--- src/rtl/rr_arb_mux.sv ---
// N-channel registered mux, round-robin or fixed select; 1-cycle latency.
// Backpressure: all in_ready bits stay 0 while the output word stalls (out_valid & !out_ready).
module rr_arb_mux #(
  parameter int N  = 4,
  parameter int W  = 8,
  parameter int CW = $clog2(N)
) (
  input  logic           clk,
  input  logic           rst_n,
  input  logic           mode,
  input  logic [CW-1:0]  sel,
  input  logic [N*W-1:0] in_data,
  input  logic [N-1:0]   in_valid,
  output logic [N-1:0]   in_ready,
  output logic [W-1:0]   out_data,
  output logic [CW-1:0]  out_chan,
  output logic           out_valid,
  input  logic           out_ready
);

  logic [CW-1:0] ptr;
  logic [N-1:0]  grant;
  logic [CW-1:0] gidx;
  logic          gvld;
  logic          load;

  assign load = !out_valid || out_ready;

  always_comb begin
    grant = '0;
    gidx  = '0;
    gvld  = 1'b0;
    if (!mode) begin
      // Search starts just past the last winner so every requester gets a turn.
      for (int k = 1; k <= N; k++) begin
        if (!gvld && in_valid[(int'(ptr) + k) % N]) begin
          gvld = 1'b1;
          gidx = CW'((int'(ptr) + k) % N);
        end
      end
    end else begin
      for (int i = 0; i < N; i++) begin
        if (sel == CW'(i) && in_valid[i]) begin
          gvld = 1'b1;
          gidx = CW'(i);
        end
      end
    end
    if (gvld) grant[gidx] = 1'b1;
  end

  assign in_ready = {N{load & rst_n}} & grant;

  always_ff @(posedge clk or negedge rst_n) begin
    if (!rst_n) begin
      out_valid <= 1'b0;
      out_data  <= '0;
      out_chan  <= '0;
      ptr       <= CW'(N - 1);
    end else if (load) begin
      out_valid <= gvld;
      if (gvld) begin
        out_data <= in_data[int'(gidx)*W +: W];
        out_chan <= gidx;
        if (!mode) ptr <= gidx;
      end
    end
  end

endmodule

--- config.mk ---
export PLATFORM = sky130hd
export DESIGN_NAME = rr_arb_mux
export DESIGN_NICKNAME = d
export VERILOG_FILES = /design/src/rtl/rr_arb_mux.sv
export SDC_FILE = /design/constraint.sdc
export NUM_CORES = 1
export LEC_CHECK = 0
export CAP_MARGIN = 20
export CORE_ASPECT_RATIO = 1.4
export CORE_UTILIZATION = 34
export CTS_CLUSTER_SIZE = 24
export DETAILED_ROUTE_END_ITERATION = 6
export PLACE_DENSITY = 0.83
export RECOVER_POWER = 50
export SETUP_SLACK_MARGIN = 0.2
export SYNTH_ARGS = -nofsm -noshare
export SYNTH_HDL_FRONTEND = slang
export SYNTH_SLANG_ARGS = --single-unit
--- constraint.sdc ---
create_clock -name clk -period 1.9 [get_ports clk]
set_input_delay 0.19 -clock clk [delete_from_list [all_inputs] [get_ports clk]]
set_output_delay 0.19 -clock clk [all_outputs]
set_load 0.02 [all_outputs]
Word-level counts from Yosys, hierarchy flattened
Index checks and enable logic that the tools add are counted.
{"block": "classes", "n_addsub": 4, "order_cmp": 6, "eq_ne": 3, "shifts": 1, "muxes": 35, "bitwise_logic": 7, "reduce_logical": 20}
{"cell": "$shiftx 32x6->8", "count": 1}
{"cell": "$mux 1", "count": 22}
{"cell": "$lt 3x4->1 const B", "count": 4}
{"cell": "$mux 2", "count": 7}
{"cell": "$bmux 1 s2", "count": 4}
{"cell": "$logic_and 1x1->1", "count": 8}
{"cell": "$reduce_or 2->1", "count": 4}
{"cell": "$add 2x1->2 const B", "count": 2}
{"cell": "$add 2x2->2 const B", "count": 2}
{"cell": "$and 1x1->1 const A", "count": 4}
{"cell": "$and 4x4->4", "count": 1}
{"cell": "$eq 2x2->1 const B", "count": 2}
{"cell": "$logic_not 1->1", "count": 4}
{"cell": "$mux 4", "count": 1}
{"cell": "$lt 2x3->1 const B", "count": 1}
{"cell": "$reduce_and 3->1", "count": 1}
{"cell": "$demux 1 s2", "count": 1}
{"cell": "$eq 2x1->1 const B", "count": 1}
{"cell": "$ge 2x1->1 const B", "count": 1}
{"cell": "$logic_not 2->1", "count": 1}
{"cell": "$reduce_and 2->1", "count": 1}
{"cell": "$and 1x1->1", "count": 1}
{"cell": "$logic_or 1x1->1", "count": 1}
{"cell": "$not 1->1", "count": 1}
{"block": "word_totals", "regBits": 13, "inputBits": 42, "output_inout_bits": 15, "elab_cells": 80}

Logic depth before layout (Yosys ltp)
Gate-level depths: netlist of the first run.
{"block": "depth", "depth_word": 26, "mapped_depth": 7, "ltp_nobuf": 5}

Worst setup path after synthesis of the first run
OpenSTA, ideal clock, no wires.
{"block": "synth_timing", "kind": "register to output", "start": "reg ptr[1]", "end": "out in_ready[2]", "arrival_ps": 1698, "t_required_ps": 1710, "path_slack_ps": 12, "stages_incl_launch_ff": 7, "n_path_buf": 2, "path_cell_list": "dfstp_2 > buf_6 > and3b_1 > a211oi_2 > o311ai_4 > buf_6 > nor2b_1"}
{"block": "synth_via", "elab_chain_len": 24, "elab_cells_between_ends": 42, "cone_classes": "4 x add/sub; 2 x order compare; 28 x mux; 1 x bitwise; 7 x reduce/logical"}
{"item": "from (decl)", "line": "21", "source": "logic [CW-1:0] ptr;"}
{"item": "from (signal assigned)", "line": "59", "source": "ptr <= CW'(N - 1);"}
{"item": "from (signal assigned)", "line": "65", "source": "if (!mode) ptr <= gidx;"}
{"item": "$add 2x1->2", "line": "36, 38"}
{"item": "$bmux 1 s2", "line": "36", "source": "if (!gvld && in_valid[(int'(ptr) + k) % N]) begin"}
{"item": "$mux 1 (not written as such) (2 in a row)", "line": "36"}
{"item": "$mux 1", "line": "36"}
{"item": "$mux 1", "line": "33", "source": "if (!mode) begin"}
{"item": "$logic_not 1->1", "line": "36"}
{"item": "$logic_and 1x1->1", "line": "36"}
{"item": "$mux 1", "line": "36"}
{"item": "(+7 left out)"}
{"item": "$mux 2", "line": "36"}
{"item": "$mux 2", "line": "33"}
{"item": "$lt 2x3->1 (not written as such) or $ge 2x1->1 (tied branches)", "line": "49", "source": "if (gvld) grant[gidx] = 1'b1;"}
{"item": "$logic_and 1x1->1 (not written as such)", "line": "49"}
{"item": "$mux 1 (not written as such)", "line": "49"}
{"item": "$demux 1 s2", "line": "49"}
{"item": "$mux 4 *", "line": "49"}
{"item": "$and 4x4->4 *", "line": "52", "source": "assign in_ready = {N{load & rst_n}} & grant;"}
{"item": "to (decl)", "line": "14", "source": "output logic [N-1:0] in_ready,"}
Mark *: on every way between the ends. The rest lies on a longest branch, timed or not. The select of a mux whose other input is x is not followed.

Final worst setup path of the first run
Ends and elaborated chain as after synthesis.

==> results of run 1 <==
==> final cells by class <==
cell class | count | area share (%)
well taps | 37 | 2.35
multi-input cells | 78 | 37.8
repair buffers | 83 | 40.8
clock buffers | 4 | 2.28
flip-flops and latches | 13 | 16.6
inverters | 1 | 0.190
==> cells in the mapped netlist (2+ instances only) <==
library cell and n:
dfrtp_1 11, mux2i_1 17, buf_4 3, nand3_1 2, o221ai_1 7, mux2_2 2, mux2_1 2, nor2_1 8
a21oi_1 3, nor2b_1 4, nand2_1 11, and3b_1 2, dfstp_2 2, buf_6 2, o21bai_1 2, nor3b_1 2
==> per-layer routing <==
layer,part of all wire (%),global-route usage [%],vias up
li1,-,-,530
met1,38,22.7,529
met2,58,42.2,37
met3,2.9,1.90,2
met4,0.63,7.29,0
met5,0,0,-
==> what timing repair did <==
action,4_1_cts,5_1_grt
resized for setup,53,13
setup buffers,8,1
pin swaps,10,7
setup endpoints to repair,16,15
==> cell usage in the layout, fill, tap and decap left out, types with 2 or more instances in the layout <==
cell,instances
a21oi_1,2
and3b_1,2
buf_4,14
buf_6,13
buf_8,2
clkbuf_1,3
clkbuf_8,3
clkdlybuf4s50_1,47
dfrtp_1,11
dfstp_2,2
dlygate4sd2_1,4
mux2_2,2
mux2_4,2
mux2i_1,14
mux2i_2,3
nand2_1,11
nor2_1,2
nor2_2,4
nor2_4,3
nor2b_1,2
nor2b_4,2
nor3b_1,2
o21bai_1,2
o221ai_1,7
==> critical path: stages (launching register included) <==
cell	delay, ns
dfstp_2	0.60
mux2i_1	0.24
or2_1	0.18
a31oi_4	0.11
nand3b_1	0.28
nor2b_4	0.17
buf_6	0.12
==> through the flow <==
stage          TNS (ns)  power [W]  cell area, um^2
2_1_floorplan         0   0.000809             1040
6_report          -2.01    0.00156             1970
5_1_grt           -2.86    0.00163             1970
4_1_cts           -1.43    0.00149             1910
3_5_place_dp      -6.58    0.00111             1730
3_3_place_gp      -5.69    0.00109             1730
==> worst max path at each step <==
stage / slack [ns] / to / startpoint
floorplan: 0.11 / out_data[3] / ptr[1]
global placement: -0.61 / in_ready[3] / in_valid[3]
detailed placement: -0.66 / in_ready[0] / in_valid[3]
CTS: -0.14 / in_ready[2] / ptr[1]
global route: -0.28 / in_ready[2] / ptr[1]
finish: -0.23 / in_ready[2] / ptr[1]
==> sequential cells by signal (all words and copies together) (netlist names) <==
signal	count
out_data	8
out_chan	2
ptr	2
out_valid	1
==> cell families after synthesis <==
logic type	Yosys count	synth area share, %
AO/OA/AOI/OAI	19	17.7
buffers and inverters	7	6.31
flip-flops	13	32.4
multiplexers	22	23.9
AND/OR/NAND/NOR	37	19.7
==> power breakdown <==
part           internal [W]  switching [W]
Combinational      0.000501       0.000391
Clock              0.000148      0.0000925
Sequential         0.000360      0.0000631
Total               0.00101       0.000547
==> flow_summary.toml, run 1 <==
[sta]
layout_min_cycle_time_ns = 2.13
setup_ws_ns = -0.228
setup_viol = 14
drv_slew = 0
rsz0062_at_grt = "true"
whs_ns = 0.465
relSlewSlack_pct = 69.7
hold_viol_final = 0
finalClockSkew_ns = 0.00186
worstMarginPinSlew_ns = 0.453
post-route-period-util_pct = 112
fmax_mhz = 470

[worst_setup_path]
path_class = "reg -> out"
r2r_slack_ns = -0.17
worstPathArrival_ns = 1.94
r2r-end = "out_data[0]"
r2r_start = "ptr[1]"
cp_max_fo = 5
start_kind = "flop"
end_kind = "primary output"
reg2reg_depth = 9
crit_required_ns = 1.71

[clock_network]
insertion_delay_ns = 0.24
cts_buffer_depth = 2
cts_max_level = 1
numCtsBuffers = 3
cts_tree = "built"
clk_pin_slew_ns = 0.05
cts_num_sinks = 13
clockRootBuffer = "clkbuf_8"
hold_buffers = 0

[synthesis]
yosysUniqueCellTypes = 34
netlist_area_mm2 = 0.00101
synth-seq-cells = 13
syn-num-nets = 140
synth_edf_count = 0
yosysTopAreaCellShare_pct = 27.2
synthFlopType = "dfrtp_1"
synthTopCellsByArea = "dfrtp_1 (27%), mux2i_1 (17%), o221ai_1 (6.1%)"
ys_seq_area_share_pct = 32.4
synthArstFlopShare_pct = 100
yosysWarnings = 0
synth.largest_area_cell = "dfrtp_1"
synth.avg_cell_area_um2 = 10.3
syn_inst = 98

[placement]
hpwl_mm = 2.40
post-place-ws_ns = -0.665
dp_cells = 203
io_buffers = 56
gp_congestion = 0.805

[die]
rows = 23
io_pins = 57
die_w_um = 48.1
coreArea_mm2 = 0.00285
initial_core_util_pct = 35.5
dieHeight_um = 66.5
dieArea_mm2 = 0.00320

[finish]
area_growth_pct = 95.0
nets = 222
diodes = 0
multiInputGateArea_um2 = 744
fillCellCount = 201
seqCellArea_um2 = 328
final_core_util_pct = 69.2
instances_no_fill = 216
drive_gt1_share_pct = 35.8

[routing]
drcViolationCount = 0
dr.pass1.iters = 4
vias_per_cell = 5.08
vias = 1098
routed_wirelength_mm = 3.33
wl_per_cell_um = 15.4
final_antenna_net_count = 0
drt_iter0_drc = 18

[power]
power.density_mw_per_mm2 = 789
max-vdd-ir-drop_v = 0.000543
power_leakage_nw = 0.800

[outcome]
violations = "setup timing"
status = "finished with violations"

[grt]
grt_max_degree = 11
overflow = 0
grt_pass1_wl_mm = 4.89
antenna_found_initial = 0
grt_pass1_vias = 1122
grt.total_usage_pct = 21.9

[hold_path]
hp-class = "in -> async"

[flow_run]
maxCapViolations = 0
Note: power is estimated with default switching activity, not from simulation.
==> run 2, diff against run 1 <==
--- a/config.mk
+++ b/config.mk
@@ -7,11 +7,12 @@
 export LEC_CHECK = 0
 export CAP_MARGIN = 20
 export CORE_ASPECT_RATIO = 1.4
+export CORE_MARGIN = 3
 export CORE_UTILIZATION = 34
 export CTS_CLUSTER_SIZE = 24
 export DETAILED_ROUTE_END_ITERATION = 6
 export PLACE_DENSITY = 0.83
-export RECOVER_POWER = 50
+export RECOVER_POWER = 100
 export SETUP_SLACK_MARGIN = 0.2
 export SYNTH_ARGS = -nofsm -noshare
 export SYNTH_HDL_FRONTEND = slang
==> run 2 against run 1 <==
Effect of this change: count of clock-buffer cells in the layout did not move; clock skew grew 0.0042 ns; die area up 15%; maximum frequency is 0.51% lower; cell area up 4.3%; flip-flop and latch count unchanged; wire length is 4.1% higher; utilization grew 6.3 points; largest cell class unchanged; total power down 0.80%; sequential share of layout area is 0.69 points lower; the flow still finishes with violations (setup timing).
==> flow_summary.toml, run 2 (synthesis results as in run 1) <==
[grt]
grt_pass1_wl_mm = 5.22
grt_pass1_vias = 1144
grt.total_usage_pct = 18.5
antenna_found_initial = 0
grt.busiest_layer = "met2"
grt_util_met3_pct = 4.69
gr-usage-met2_pct = 35.1
grt_max_degree = 18
grt.met1_usage_pct = 20.2
overflow = 0

[hold_path]
hp-class = "in -> async"

[worst_setup_path]
path_class = "reg -> out"
start_kind = "flop"
cp_max_fo = 4
reg2reg_depth = 10
crit_required_ns = 1.71
worstPathArrival_ns = 1.95
end_kind = "primary output"

[routing]
vias_per_cell = 5.30
vias = 1139
final_antenna_net_count = 0
drcViolationCount = 0
dr.pass1.iters = 5
wl_per_cell_um = 16.1
drt_iter0_drc = 12
routed_wirelength_mm = 3.46

[sta]
setup_tns_ns = -2.63
fmax_mhz = 467
relSlewSlack_pct = 58.6
finalClockSkew_ns = 0.00610
setup_ws_ns = -0.239
post-route-period-util_pct = 113
rsz0062_at_grt = "true"
whs_ns = 0.192
hold_viol_final = 0
worstMarginPinSlew_ns = 0.621
layout_min_cycle_time_ns = 2.14
setup_viol = 13
drv_slew = 0

[clock_network]
clk_pin_slew_ns = 0.08
clockRootBuffer = "clkbuf_4"
hold_buffers = 0
cts_tree = "built"
cts_buffer_depth = 2
cts_max_level = 1
insertion_delay_ns = 0.27
numCtsBuffers = 3
cts_num_sinks = 13

[placement]
post-place-ws_ns = -0.703
gp_congestion = 0.792
io_buffers = 56
placedInstanceArea_mm2 = 0.00171

[finish]
final_core_util_pct = 75.5
layout_commonest_cell = "clkdlybuf4s50_1"
top_register = "out_data"
diodes = 0
drive_gt1_share_pct = 35.8
largest_register_ffs = 8
reg.largest.list = "out_data (8), out_chan (2), ptr (2)"
area_growth_pct = 103
final_area_mm2 = 0.00206
mostFrequentLayoutCells = "clkdlybuf4s50_1 (35), mux2i_1 (15), dlygate4sd3_1 (12), buf_4 (12)"
nets = 222

[die]
rows = 22
die_w_um = 52.1
dieArea_mm2 = 0.00367
coreArea_mm2 = 0.00273
initial_core_util_pct = 37.1
dieHeight_um = 70.5
io_pins = 57

[outcome]
violations = "setup timing"
status = "finished with violations"

[power]
max-vdd-ir-drop_v = 0.000646
power_leakage_nw = 0.843
power.density_mw_per_mm2 = 750

[flow_run]
maxCapViolations = 0
==> run 2: cell types whose count changed in the layout (fill, tap and decap cells not counted), sizes merged <==
cell,previous run,this run
buf,29,27
clkbuf,6,7
dlygate4sd2,4,5
dlygate4sd3,1,12
clkdlybuf4s50,47,35
nand2,12,13
==> run 2: layout make-up <==
class                           count  area (um^2)
Clock buffer                        4         26.3
Inverter                            1         3.75
Multi-Input combinational cell     79          807
Sequential cell                    13          328
Fill cell                         182          668
Tap cell                           36         45.0
Timing Repair Buffer               82          847
==> run 2: critical path: stages (launching register included) <==
cell and delay, ns:
dfstp_2 0.58, buf_6 0.11, nor3b_1 0.04, o2111ai_1 0.31
o311ai_4 0.17, buf_6 0.16, buf_6 0.12, nor2_4 0.09
buf_6 0.11
==> run 2: final timing paths <==
path                       slack [ns]           to   startpoint
max                             -0.24  in_ready[1]       ptr[0]
min                              0.19    out_valid        rst_n
max reg2reg                     -0.23  out_data[4]       ptr[1]
min reg2reg                      0.49  out_data[2]  out_data[2]
max in group asynchronous        0.90  out_data[6]        rst_n
min in group clk                 0.49  out_data[2]  out_data[2]
==> run 2: repair_timing <==
action,CTS,global route
gates cloned,0,3
endpoints found under the setup margin,15,16
setup buffers,8,4
resized for setup,40,24
endpoints found under the hold margin,0,0
pin swaps,7,7
==> run 2: metal layers <==
| metal | vias to the layer above | wire, um |
|---|---|---|
| li1 | 532 | - |
| met1 | 533 | 1230 |
| met2 | 68 | 1850 |
| met3 | 6 | 314 |
| met4 | 0 | 65 |
| met5 | - | 0 |
==> run 2: power by group <==
group	switching, W	internal, W	leakage [nW]
logic	0.000427	0.000534	0.675
registers	0.0000551	0.000359	0.153
clock network	0.0000868	0.0000812	0.0150
total	0.000569	0.000974	0.843
==> run 2: metrics by stage <==
stage	total power, W	instances
floorplan	0.000809	98
global placement	0.00110	196
global route	0.00164	215
detailed placement	0.00112	196
CTS	0.00137	208
finish	0.00154	215
==> run 3, diff against run 2 <==
--- a/config.mk
+++ b/config.mk
@@ -5,6 +5,7 @@
 export SDC_FILE = /design/constraint.sdc
 export NUM_CORES = 1
 export LEC_CHECK = 0
+export ABC_CLOCK_PERIOD_IN_PS = 1900
 export CAP_MARGIN = 20
 export CORE_ASPECT_RATIO = 1.4
 export CORE_MARGIN = 3
==> results of run 3 <==
No change in the layout: final DEF, timing and power equal those of run 2.
==> RTL edit 1 (settings of run 1) <==
Set the parameter `W` to 12 (it was 8).
--- a/src/rtl/rr_arb_mux.sv
+++ b/src/rtl/rr_arb_mux.sv
@@ -2,7 +2,7 @@
 // Backpressure: all in_ready bits stay 0 while the output word stalls (out_valid & !out_ready).
 module rr_arb_mux #(
   parameter int N  = 4,
-  parameter int W  = 8,
+  parameter int W  = 12,
   parameter int CW = $clog2(N)
 ) (
   input  logic           clk,
Ports: changed (resized in_data and out_data); port bits go from 57 to 77. No check against the original RTL was run, so the function may have changed too.
==> RTL edit 1 against run 1 <==
- the run still ends with negative setup slack left
- routed wire length rose by 66%
- via count rose by 44%
- design area rose by 56%
- worst setup slack got worse by 0.083 ns
- cell count rose by 39%
- worst hold slack improved by 0.013 ns
- sequential cell count rose by 4
- non-clock buffer count rose by 55
- die area rose by 27%
- synthesized area rose by 28%
- total power rose by 63%
- core utilization rose by 15 points
- count of clock-buffer cells in the layout did not move
- highest routed layer unchanged
==> RTL edit 1: results (changes against run 1) <==
| Metric | Value |
|---|---|
| Status | `finished with violations (unchanged)` |
| Failing checks | `negative setup slack (unchanged)` |
| Fill count | `190 (was 201)` |
| Reg clk slew, reported paths | `0.06 ns` |
| Worst min-delay path class | `input pin to flip-flop (was input pin to asynchronous set/reset pin)` |
| Final Non-Filler Cells | `301 (was 216)` |
| Prevailing post-synth register cell | `dfrtp_1 (unchanged)` |
| First-pass DRT Iterations | `4 (unchanged)` |
| Synth Instances | `127 (was 98)` |
| Worst slew pin tran | `0.908 ns (was 0.453 ns)` |
| Largest cells by area after synthesis | `dfrtp_1 29%, mux2i_1 20%, a221oi_2 14% (was dfrtp_1 27%, mux2i_1 17%, o221ai_1 6.1%)` |
| Skew final | `0.00407 ns (was 0.00186 ns)` |
| Grt met1 use | `0.271 (was 0.227)` |
| CTS buffer count | `3 (unchanged)` |
| 1st-iter DRT viols | `25 (was 18)` |
| Post-synth ARST share | `1.00 (unchanged)` |
| Cell family with most CP delay | `buffers and inverters (was simple AND/OR/NAND/NOR gates)` |
| Worst-Skew Late Latency | `0.24 ns (about the same)` |
| Number of antenna diodes | `0 (unchanged)` |
| Antenna-violating nets left | `0 (unchanged)` |
| Critical path's largest stage delay | `0.58 ns (was 0.60 ns)` |
| Hold depth | `6` |
| Vias in the first global route | `1577 (was 1122)` |
| Number of synthesis warnings | `0 (unchanged)` |
| Commonest cells post-synth | `26 x mux2i_1, 20 x nor2_1, 15 x dfrtp_1, 12 x a221oi_2 (was 17 x mux2i_1, 11 x dfrtp_1, 11 x nand2_1, 8 x nor2_1, 7 x o221ai_1)` |
| DP Wirelength | `3.00 mm (was 2.40 mm)` |
| Syn Nets | `185 (was 140)` |
| Via density | `5.25 (was 5.08)` |
| Input/output buffers | `76 (was 56)` |
| Largest regs | `out_data (12), out_chan (2), ptr (2) (was out_data (8), out_chan (2), ptr (2))` |
| Root buf cell | `clkbuf_8 (unchanged)` |
| PnR worst setup slack | `-0.312 ns (was -0.228 ns)` |
| Largest net degree at the start of global routing | `18 (was 11)` |
| Met2 usage | `0.499 (was 0.422)` |
| Area after DPL | `2310 sq um (was 1730 sq um)` |
| Seq/Total Area, Yosys | `0.329 (was 0.324)` |
| Gr usage total | `0.257 (was 0.219)` |
| Crit Path Max Fanout | `5 (unchanged)` |
| Share of cells above drive strength 1 | `0.525 (was 0.358)` |
| Wire per inst | `18.3 microns (was 15.4 microns)` |
| GPL Wtd Cong | `0.789 (was 0.805)` |
| Switching power of the nets | `0.915 mW (was 0.547 mW)` |
| CP arrival | `2.02 ns (was 1.94 ns)` |
| Post-layout nets | `318 (was 222)` |
| Global-route wire length before repair | `7.40 mm (was 4.89 mm)` |
| Dpl cells | `263 (was 203)` |
| Final setup fails | `18 (was 14)` |
| Initial antenna violation count | `0 (unchanged)` |
| Yosys cell types | `33 (was 34)` |
| P_leak | `1.27 nW (was 0.800 nW)` |
| Worst VDD drop | `0.585 mV (was 0.543 mV)` |
| Clock Path Buffers | `2 (unchanged)` |
| Met3 Usage GRT | `0.0364 (was 0.0190)` |
==> RTL edit 1: worst paths after layout <==
check	startpoint	endpoint	slack, ns
hold / removal	in_valid[2]	ptr[0]	0.48
setup reg to reg	ptr[0]	out_data[8]	-0.26
setup / recovery	ptr[0]	in_ready[2]	-0.31
min in group asynchronous	rst_n	out_data[6]	0.69
hold reg to reg	out_chan[1]	out_chan[1]	0.55
max in group asynchronous	rst_n	out_data[9]	0.65
==> RTL edit 1: repair_timing <==
item,CTS,global route
gates resized for setup,96,51
gates cloned,2,1
setup endpoints to repair,19,21
pin swaps,17,21
endpoints found under the hold margin,0,0
buffers inserted,29,2
==> RTL edit 1: kinds of logic after synthesis <==
family | count (synthesis) | share of synthesized area
buf+inv | 13 | 0.0694
mux | 28 | 0.226
compound gates | 24 | 0.206
flops | 17 | 0.329
xor+xnor | 1 | 0.00674
simple gates | 44 | 0.162
==> RTL edit 1: metal layers <==
layer  vias to the layer above  share of wire
li1                        738              -
met1                       750           0.35
met2                        76           0.57
met3                        15          0.049
met4                         0          0.036
met5                         -              0
==> RTL edit 1: power by group through the flow <==
stage	logic, mW	registers [mW]	clock network, mW
CTS	1.43	0.551	0.270
global placement	1.05	0.550	0
detailed placement	1.06	0.549	0
global route	1.79	0.575	0.284
floorplan	0.489	0.657	0
finish	1.71	0.564	0.259
==> RTL edit 1: final cells by class <==
type / count / area [sq um] / area share
Clock buffer: 4 / 45.0 / 0.0146
Inverter: 3 / 16.3 / 0.00528
Sequential cell: 17 / 428 / 0.139
Timing Repair Buffer: 138 / 1430 / 0.463
Tap cell: 42 / 52.6 / 0.0171
Multi-Input combinational cell: 97 / 1110 / 0.361
==> RTL edit 1: worst min-delay path: cells and delay by family <==
kind | cells | cell delay, ns
buffers and inverters | 3 | 0.33
AND/OR/NAND/NOR | 1 | 0.06
AO/OA/AOI/OAI | 2 | 0.14
==> RTL edit 1: per-stage QoR <==
| step | power, mW | setup TNS, ns | setup WS (ns) |
|---|---|---|---|
| after floorplan | 1.15 | 0 | 0.0412 |
| after global placement | 1.60 | -11.47 | -0.726 |
| after detailed placement | 1.61 | -11.84 | -0.747 |
| after CTS | 2.25 | -2.86 | -0.237 |
| after global routing | 2.65 | -4.89 | -0.365 |
| final | 2.53 | -3.88 | -0.312 |
==> RTL edit 2 (flow settings as in run 1) <==
Made on the original files. Register the input `mode` before use, without a reset. The logic sees it one clock later. The other inputs are not delayed to match.
--- a/src/rtl/rr_arb_mux.sv
+++ b/src/rtl/rr_arb_mux.sv
@@ -18,6 +18,12 @@
   input  logic           out_ready
 );
 
+  logic mode_q;
+
+  always_ff @(posedge clk) begin
+    mode_q <= mode;
+  end
+
   logic [CW-1:0] ptr;
   logic [N-1:0]  grant;
   logic [CW-1:0] gidx;
@@ -30,7 +36,7 @@
     grant = '0;
     gidx  = '0;
     gvld  = 1'b0;
-    if (!mode) begin
+    if (!mode_q) begin
       // Search starts just past the last winner so every requester gets a turn.
       for (int k = 1; k <= N; k++) begin
         if (!gvld && in_valid[(int'(ptr) + k) % N]) begin
@@ -62,7 +68,7 @@
       if (gvld) begin
         out_data <= in_data[int'(gidx)*W +: W];
         out_chan <= gidx;
-        if (!mode) ptr <= gidx;
+        if (!mode_q) ptr <= gidx;
       end
     end
   end
Formal check against the unedited RTL: not equivalent (Yosys sat finds a counterexample within 4 cycles, from zero or initial values and one cycle with rst_n low).
==> RTL edit 2 against run 1 <==
- the run still ends with negative setup slack left
- worst hold slack got worse by 0.069 ns
- count of clock-buffer cells in the layout unchanged
- clock power increased by 3%
- sequential cell count increased by 1
- synthesized cell count increased by 1.0%
- first-iteration DRC count unchanged
- synthesized area increased by 2.0%
- via count increased by 2.4%
- core utilization decreased by 2.2 points
- worst setup slack improved by 0.034 ns
- sequential share of layout area increased by 1.4 points
- critical path type is now flip-flop to flip-flop
- routed wire length increased by 11%
- design area decreased by 2.2%
- highest routed layer unchanged
- total power decreased by 2.6%
- largest cell class unchanged
==> RTL edit 2: results (changes against run 1) <==
| Metric | Value |
|---|---|
| Status | `finished with violations (unchanged)` |
| Prevailing post-synth register cell | `dfrtp_1 (unchanged)` |
| Grt met1 use | `0.216 (was 0.227)` |
| Worst slew pin tran | `0.429 ns (was 0.453 ns)` |
| Number of antenna diodes | `0 (unchanged)` |
| Post-synth ARST share | `0.929 (was 1.00)` |
| Worst VDD drop | `0.513 mV (was 0.543 mV)` |
| Failing checks | `negative setup slack (unchanged)` |
| Dpl cells | `206 (was 203)` |
| DP Wirelength | `2.64 mm (was 2.40 mm)` |
| Met3 Usage GRT | `0.0315 (was 0.0190)` |
| Crit Path Max Fanout | `9 (was 5)` |
| Pint | `0.987 mW (was 1.01 mW)` |
| Worst min-delay path class | `input pin to asynchronous set/reset pin (unchanged)` |
| Met3 wire length | `114 microns (was 97 microns)` |
| Drt total wl | `3.69 mm (was 3.33 mm)` |
| Pre-CTS setup slack | `-0.704 ns (was -0.665 ns)` |
| Seq/Total Area, Yosys | `0.337 (was 0.324)` |
| Met1 Routed Length | `1.34 mm (was 1.27 mm)` |
| PnR worst setup slack | `-0.195 ns (was -0.228 ns)` |
| CTS buffer count | `3 (unchanged)` |
| Clock share of power | `0.164 (was 0.154)` |
| Switching Share | `0.349 (was 0.351)` |
| Gr usage total | `0.218 (was 0.219)` |
| Reg clk slew, reported paths | `0.06 ns` |
| CP arrival | `2.19 ns (was 1.94 ns)` |
| Syn Nets | `141 (was 140)` |
| Met2 WL post-DR | `2.18 mm (was 1.93 mm)` |
| Vias in the first global route | `1211 (was 1122)` |
| First-pass DRT Iterations | `6 (was 4)` |
| Post-layout nets | `222 (unchanged)` |
| Syn Area/Cell | `10.4 sq um (was 10.3 sq um)` |
| Overall via count from detail_route | `1124 (was 1098)` |
| Global-route wire length before repair | `5.44 mm (was 4.89 mm)` |
| P_leak | `0.815 nW (was 0.800 nW)` |
| Share of cells above drive strength 1 | `0.324 (was 0.358)` |
| Skew final | `0.00525 ns (was 0.00186 ns)` |
| Yosys cell types | `35 (was 34)` |
| Met2 usage | `0.452 (was 0.422)` |
| Fill count | `227 (was 201)` |
| Area after DPL | `1760 sq um (was 1730 sq um)` |
| Largest cells by area after synthesis | `dfrtp_1 27%, mux2i_1 17%, o221ai_1 5.9% (was dfrtp_1 27%, mux2i_1 17%, o221ai_1 6.1%)` |
| Final setup fails | `13 (was 14)` |
| Wire per inst | `17.1 microns (was 15.4 microns)` |
| Seq pwr | `0.443 mW (was 0.424 mW)` |
| Hold slack | `0.396 ns (was 0.465 ns)` |
| GPL Wtd Cong | `0.896 (was 0.805)` |
| Largest net degree at the start of global routing | `19 (was 11)` |
-- RTL edit 2: changes by cell type after synthesis, sizes merged --
cell / before / now
dfxtp: 0 / 1
-- RTL edit 2: stage by stage --
step	TNS, ns	utilization
after CTS	-1.69	0.651
after global placement	-5.37	0.612
final	-1.57	0.670
after global routing	-2.41	0.670
after detailed placement	-6.90	0.612
after floorplan	0	-
-- RTL edit 2: worst max-delay path: stages (launching register included) --
cell	delay [ns]
dfstp_2	0.59
and3b_1	0.19
a211oi_2	0.05
o311ai_4	0.35
buf_4	0.22
buf_12	0.15
mux2i_1	0.25
o221ai_1	0.15
-- RTL edit 2: cell families after synthesis --
logic type	count (synthesis)	synth area share
AO/OA/AOI/OAI	19	0.174
buffers and inverters	7	0.0619
flip-flops	14	0.337
multiplexers	22	0.234
AND/OR/NAND/NOR	37	0.193
-- RTL edit 2: repair_timing --
item / in CTS / in global routing
setup buffers: 3 / 2
pin swaps: 5 / 5
gates cloned: 0 / 1
endpoints found under the setup margin: 15 / 15
hold buffers: 0 / 0
resized for setup: 39 / 9
-- RTL edit 2: final timing paths --
check / from / depth (start not counted) / endpoint
max in group asynchronous: rst_n / 2 / ptr[1]
setup reg to reg: ptr[1] / 7 / out_data[4]
setup / recovery: ptr[1] / 7 / out_data[4]
min in group clk: out_data[7] / 2 / out_data[7]
hold reg to reg: out_data[7] / 2 / out_data[7]
hold / removal: rst_n / 2 / out_data[1]
-- RTL edit 2: area by class of cell --
class | instances | share of cell area
tap | 37 | 0.0240
timing repair buffer | 82 | 0.408
multi-input combinational | 78 | 0.362
sequential | 14 | 0.180
inverter | 1 | 0.00195
clock buffer | 4 | 0.0234
